File: config.mk
export PLATFORM = sky130hd
export DESIGN_NAME = fifo_rd_stream
export DESIGN_NICKNAME = d
export VERILOG_FILES = /design/src/rtl/fifo_rd_stream.sv
export SDC_FILE = /design/constraint.sdc
export NUM_CORES = 1
export LEC_CHECK = 0
export CORE_UTILIZATION = 55
export CTS_CLUSTER_DIAMETER = 150
export DETAILED_ROUTE_END_ITERATION = 10
export DONT_BUFFER_PORTS = 1
export PLACE_DENSITY = 0.79
export SLEW_MARGIN = 0
export SYNTH_ARGS = -nofsm -noshare
export SYNTH_HDL_FRONTEND = slang
export SYNTH_SLANG_ARGS = --single-unit
File: constraint.sdc
create_clock -name r_clk -period 2.8 [get_ports r_clk]
set_clock_uncertainty 0.15 [all_clocks]
set_input_delay 0 -clock r_clk [delete_from_list [all_inputs] [get_ports r_clk]]
set_output_delay 0 -clock r_clk [all_outputs]
set_load 0.01 [all_outputs]
File: src/rtl/fifo_rd_stream.sv
// Purpose : read-side drain for the async FIFO; issues r_en against empty and streams words out valid/ready.
// Latency : r_en in cycle N -> data_out in N+1 -> m_valid in N+2; one word per cycle when streaming.
// Backpressure: with m_ready low at most two words are fetched (buffer full), then r_en holds low until a pop.
//
// Ports:
//   r_clk, rrst_n    read-domain clock, synchronous active-low reset
//   empty, data_out  FIFO status and read data (data_out valid one cycle after r_en)
//   r_en             FIFO read strobe (combinational)
//   flush            drops all buffered and in-flight words
//   m_valid/m_ready/m_data  output stream
//   rd_count         accepted-word counter, present only when FIFO_RD_CNT_EN is defined
module fifo_rd_stream #(
  parameter int data_width = 8,
  parameter int cnt_width  = 16
) (
  input  logic                  r_clk,
  input  logic                  rrst_n,
  input  logic                  empty,
  input  logic [data_width-1:0] data_out,
  output logic                  r_en,
  input  logic                  flush,
  output logic                  m_valid,
  input  logic                  m_ready,
  output logic [data_width-1:0] m_data
`ifdef FIFO_RD_CNT_EN
  ,
  output logic [cnt_width-1:0]  rd_count
`endif
);

  logic [1:0]            count_q;
  logic                  inflight_q;
  logic                  head_q;
  logic [data_width-1:0] buf_q [2];

  logic       pop;
  logic       push;
  logic       tail;
  logic [2:0] level;

  assign m_valid = (count_q != 2'd0);
  assign m_data  = buf_q[head_q];

  // A flush cycle accepts nothing downstream.
  assign pop  = m_valid && m_ready && !flush;
  assign push = inflight_q && !flush;
  assign tail = head_q ^ count_q[0];

  // Occupancy the buffer will have once the in-flight word lands and any pop
  // retires; a new read is allowed only if that leaves a slot for it.
  assign level = {1'b0, count_q} + {2'b00, inflight_q} - {2'b00, pop};
  assign r_en  = rrst_n && !empty && !flush && (level <= 3'd1);

  always_ff @(posedge r_clk) begin
    if (!rrst_n) begin
      count_q    <= 2'd0;
      inflight_q <= 1'b0;
      head_q     <= 1'b0;
      buf_q[0]   <= '0;
      buf_q[1]   <= '0;
    end else if (flush) begin
      // The word on data_out this cycle is simply not captured.
      count_q    <= 2'd0;
      inflight_q <= 1'b0;
      head_q     <= 1'b0;
    end else begin
      inflight_q <= r_en;
      if (push) begin
        buf_q[tail] <= data_out;
      end
      if (pop) begin
        head_q <= ~head_q;
      end
      count_q <= count_q + {1'b0, push} - {1'b0, pop};
    end
  end

`ifdef FIFO_RD_CNT_EN
  logic [cnt_width-1:0] rd_count_q;

  // Counts accepted words; survives flush, wraps naturally.
  always_ff @(posedge r_clk) begin
    if (!rrst_n) begin
      rd_count_q <= '0;
    end else if (pop) begin
      rd_count_q <= rd_count_q + 1'b1;
    end
  end

  assign rd_count = rd_count_q;
`endif

endmodule

# ---- Word-level counts from Yosys, hierarchy flattened
# Memories as Yosys holds them, arrays and structs flattened. A register that Yosys moved wholly into a read port is not among the register bits.
# Index checks and enable logic that the tools add are counted.
dict set report word_totals {
  reg_bits 4
  mem_bits_rw 16
  inputBits 13
  out_inout_bits 10
  elab_cells 33
  n_memories 1
}
dict set report classes {
  n_addsub 4
  magnitude_cmp 1
  n_mux 10
  bitwise_logic 3
  n_reduce_logical 11
}
# memory depth word_bits rd rd_ports_with_merged_regs write_ports line
set mem_list {}
lappend mem_list {buf_q 2 8 1 1 2 34} ;# logic [data_width-1:0] buf_q [2];
# op count
set ops {}
lappend ops {{$mux W1} 9}
lappend ops {{$mux W8} 1}
lappend ops {{$reduce_or A8 Y1} 1}
lappend ops {{$logic_and A1 B1 Y1} 6}
lappend ops {{$add A2 B1 Y3} 1}
lappend ops {{$le A3 B1 Y1 const B} 1}
lappend ops {{$sub A3 B1 Y3} 1}
lappend ops {{$add A2 B1 Y2} 1}
lappend ops {{$logic_not A1 Y1} 2}
lappend ops {{$not A1 Y1} 2}
lappend ops {{$reduce_bool A2 Y1} 1}
lappend ops {{$reduce_or A2 Y1} 1}
lappend ops {{$sub A2 B1 Y2} 1}
lappend ops {{$xor A1 B1 Y1} 1}

# ---- Longest topological paths before layout
dict set report logic_depth {
  ltp_word 8
  depth_mapped 8
  ltp_nobuf 8
}

# ---- Worst setup path before layout
# OpenSTA, ideal clock, no wires.
dict set report synth_path {
  kind {flip-flop to output port}
  start {register count_q[1]}
  end {output r_en}
  arrival_ps 2009
  t_required_ps 2650
  setup_slack_ps 641
  path_stages_with_launch 9
  path_buffers 0
  cell_sequence {dfxtp_1 -> o21ai_2 -> nor2_1 -> xnor2_1 -> ha_1 -> inv_1 -> fa_1 -> xor2_1 -> nor4b_1}
}
dict set report synth_via {
  elab_chain_len 6
  word_cells_on_any_way 7
  classes_between {add/sub: 2; order compare: 1; reduce/logical: 4}
}
# item line
set synth_rtl {}
lappend synth_rtl {{from (decl)} 31} ;# logic [1:0] count_q;
lappend synth_rtl {{from (signal assigned)} 74} ;# count_q <= count_q + {1'b0, push} - {1'b0, pop};
lappend synth_rtl {{parallel branches: the longest is 3 deep, another holds $add A2 B1 Y3} -}
lappend synth_rtl {{$sub A3 B1 Y3 *} 51} ;# assign level = {1'b0, count_q} + {2'b00, inflight_q} - {2'b00, pop};
lappend synth_rtl {{$le A3 B1 Y1 *} 52} ;# assign r_en = rrst_n && !empty && !flush && (level <= 3'd1);
lappend synth_rtl {{$logic_and A1 B1 Y1 *} 52}
lappend synth_rtl {{to (decl)} 20} ;# output logic r_en,
# Mark *: on every way between the ends.

# ---- Final worst setup path
dict set report layout_path {
  start {register count_q[1]}
  end {register inflight_q}
}
dict set report layout_via {
  elab_chain_len 6
  word_cells_on_any_way 7
  classes_between {add/sub: 2; order compare: 1; reduce/logical: 4}
}
# item line
set layout_rtl {}
lappend layout_rtl {{parallel branches: the longest is 3 deep, another holds $add A2 B1 Y3} -}
lappend layout_rtl {{$sub A3 B1 Y3 *} 51}
lappend layout_rtl {{$le A3 B1 Y1 *} 52}
lappend layout_rtl {{$logic_and A1 B1 Y1 *} 52}
lappend layout_rtl {{to (signal assigned)} 67} ;# inflight_q <= r_en;
lappend layout_rtl {{to (decl)} 32} ;# logic inflight_q;
# Marks and branches as above.
# A chain may end at the register's enable or synchronous reset.

==> impl_metrics.yaml <==
power:
  pwr-share-seq_pct: 64.6
  p_total_mw: 0.538
  switching_share_pct: 21.4
  ir_drop_mv: 0.352
  internal_power_mw: 0.423
  clockPowerShare_pct: 27.0
  power_density_mw_per_mm2: 433
  switching_power_mw: 0.115
  power_leakage_nw: 0.490
  combPwrFrac_pct: 8.4
clocking:
  cts_root_buffer: "clkbuf_4"
  clk_pin_slew_worst_paths_ns: 0.12
  clock_latency_ns: 0.30
  cts_tree: "yes"
  clock-sinks: 21
  numCtsBuffers: 3
  postCtsSetupRepairBufs: 0
  cts_htree_levels: 1
  clock_path_buffers: 2
sta:
  holdWs_ns: -0.000659
  rsz0062_at_grt: "false"
  worst_pin_slew_ns: 0.623
  final-hold-violation-count: 3
  fmax_mhz: 380
  final.setup.tns_ns: 0
  worst_slack_ns: 0.171
  setup_violations: 0
  finalCriticalPeriod_ns: 2.63
  timing.final.crit_share_pct: 93.9
  slew_violations: 0
  maxSlewHeadroom_pct: 57.9
yosys:
  synth_fa_ha_area_share_pct: 4.44
  synthMuxAreaShare_pct: 8.88
  synth_top_family_by_area: "simple AND/OR/NAND/NOR gates"
  netlist_instances: 78
  ys_types: 24
  yosys_warnings: 0
  ys_seq_area_share_pct: 57.2
  ys_ff_latch: 21
  syn_avg_cell_area_um2: 13.0
  netlist_area_mm2: 0.00101
  synth_simple_gate_area_share_pct: 20.1
  synth_compound_area_share_pct: 3.33
  synth_xor_area_share_pct: 4.32
  synth_nets: 94
global_route:
  grt_usage_pct: 19.5
  grt_pass1_vias: 650
  grt-ovfl-total: 0
  antenna_found_initial: 0
  grt_pass1_wl_mm: 2.70
  grt_max_degree: 12
routing:
  vias: 655
  routed_wl_mm: 1.81
  detail_route.iter0.violations: 22
  routedWlPerCell_um: 14.8
  viasPerCell: 5.37
  first_pass_iters: 4
  drc: 0
  ant_nets: 0
place:
  numPortBuffers: 0
  pre_cts_ws_ns: 0.452
  gp_congestion: 0.850
  dp_hpwl_mm: 1.04
layout:
  final_core_util_pct: 72.0
  layout-drive-gt1-share_pct: 17.5
  diodes: 0
  nNetsFinal: 114
  area_growth_pct: 22.4
  fill_cells: 134
setup_path:
  rrSetupSlack_ns: 0.17
  cp-start-kind: "flop"
  arrival_ns: 2.74
  path_cells: "o21ai_4, nor2_1, xnor2_1, ha_1, inv_1, fa_1, xor2_1, nor4b_1, dlygate4sd3_1"
  crit_buf_inv: 2
  endpoint_kind: "flop"
  max_stage_delay_ns: 0.58
  worstSetupPathType: "reg2reg"
  cp_max_fo: 7
  worstPathRequired_ns: 2.91
  cp_slowest_cell: "dlygate4sd3_1"
  path_delay_family: "buffers and inverters"
job:
  max_cap_viol_count: 0
die:
  rows: 15
  core_mm2: 0.00173
  fp.dieArea_mm2: 0.00202
  die_h_um: 45.0
  start_util_pct: 58.8
  dieWidth_um: 45.0
  ioPinCount: 23
status:
  status: "finished with violations"
  violations: "hold timing"
min_path:
  hold_path.class: "in2reg"
==> power by group through the flow <==
| stage | sequential (mW) | clock, mW | combinational [mW] |
|---|---|---|---|
| final | 0.348 | 0.145 | 0.0453 |
| after global routing | 0.349 | 0.154 | 0.0484 |
| after CTS | 0.348 | 0.141 | 0.0441 |
| after detailed placement | 0.355 | 0 | 0.0259 |
| after global placement | 0.354 | 0 | 0.0256 |
| after floorplan | 0.354 | 0 | 0.0222 |
==> flip-flops by register name, summed over array words and instances, names as in the netlist, named ones only <==
| register | count |
|---|---|
| head_q | 1 |
| inflight_q | 1 |
| buf_q | 16 |
| count_q | 2 |
==> layer usage <==
metal,track usage [%],wire [um],vias up
li1,-,-,309
met1,21.3,760,324
met2,35.9,971,16
met3,4.00,50,6
met4,8.48,26,0
met5,0,0,-
==> layout make-up <==
class	count	area, um^2	share of cell area, %
well taps	25	31.3	2.52
repair buffers	17	170	13.7
multi-input cells	53	424	34.1
clock buffers	4	26.3	2.11
inverters	2	7.51	0.604
flip-flops and latches	21	583	46.9
==> cells in the final DEF (no fill, tap or decap), types with 3 or more instances in the layout <==
master          n
dlygate4sd3_1  17
and2_1         17
edfxtp_1       16
xor2_1          3
dfxtp_1         3
a21oi_1         3
mux2_2          8
clkbuf_4        3
==> worst reg2reg max path, cell delays in order (launching register included) <==
cell and delay (ns):
dfxtp_2 0.39, o21ai_4 0.24, nor2_1 0.09, xnor2_1 0.14, ha_1 0.15, inv_1 0.04, fa_1 0.37, xor2_1 0.16
nor4b_1 0.28, dlygate4sd3_1 0.58
==> metrics by stage <==
stage / std cells / area, um^2
after global routing: 122 / 1240
after global placement: 101 / 1040
final: 122 / 1240
after detailed placement: 101 / 1040
after floorplan: 78 / 1010
after CTS: 122 / 1230
==> cells by family (layout without fill, tap and decap cells) <==
family / after synthesis / count (layout)
flip-flops: 21 / 21
AO/OA/AOI/OAI: 6 / 6
XOR/XNOR: 5 / 5
multiplexers: 8 / 8
buffers and inverters: 4 / 23
AND/OR/NAND/NOR: 31 / 31
adder cells (fa/ha/maj): 3 / 3
==> cells in the mapped netlist <==
cell,n,area (um^2)
inv_1,2,7.51
or3_1,2,12.5
a21oi_1,3,15.0
edfxtp_1,16,480
o21ai_0,1,5.00
o21ai_1,1,5.00
and2_1,17,106
buf_2,2,10.0
nor2_1,2,7.51
or2_2,1,6.26
nor4b_1,2,17.5
xnor2_1,2,17.5
nand2b_4,1,13.8
and3_1,1,6.26
nand2b_1,2,12.5
xor2_1,3,26.3
nor2b_1,1,6.26
o21ai_2,1,8.76
dfxtp_1,5,100
fa_1,1,20.0
nor3_1,1,5.00
ha_1,2,25.0
mux2_2,8,90.1
nor3_2,1,10.0
==> final timing paths <==
check / cells past startpoint / to / startpoint
setup / recovery: 9 / inflight_q / count_q[1]
hold / removal: 1 / buf_q[0][3] / rrst_n
setup reg to reg: 9 / inflight_q / count_q[1]
hold reg to reg: 2 / count_q[1] / inflight_q
==> timing repair <==
item / in CTS / in global routing
endpoints found under the hold margin: 22 / 0
hold buffers: 17 / 0
resized for setup: 0 / 3
endpoints found under the setup margin: 0 / 2
(Power assumes the default switching activity.)
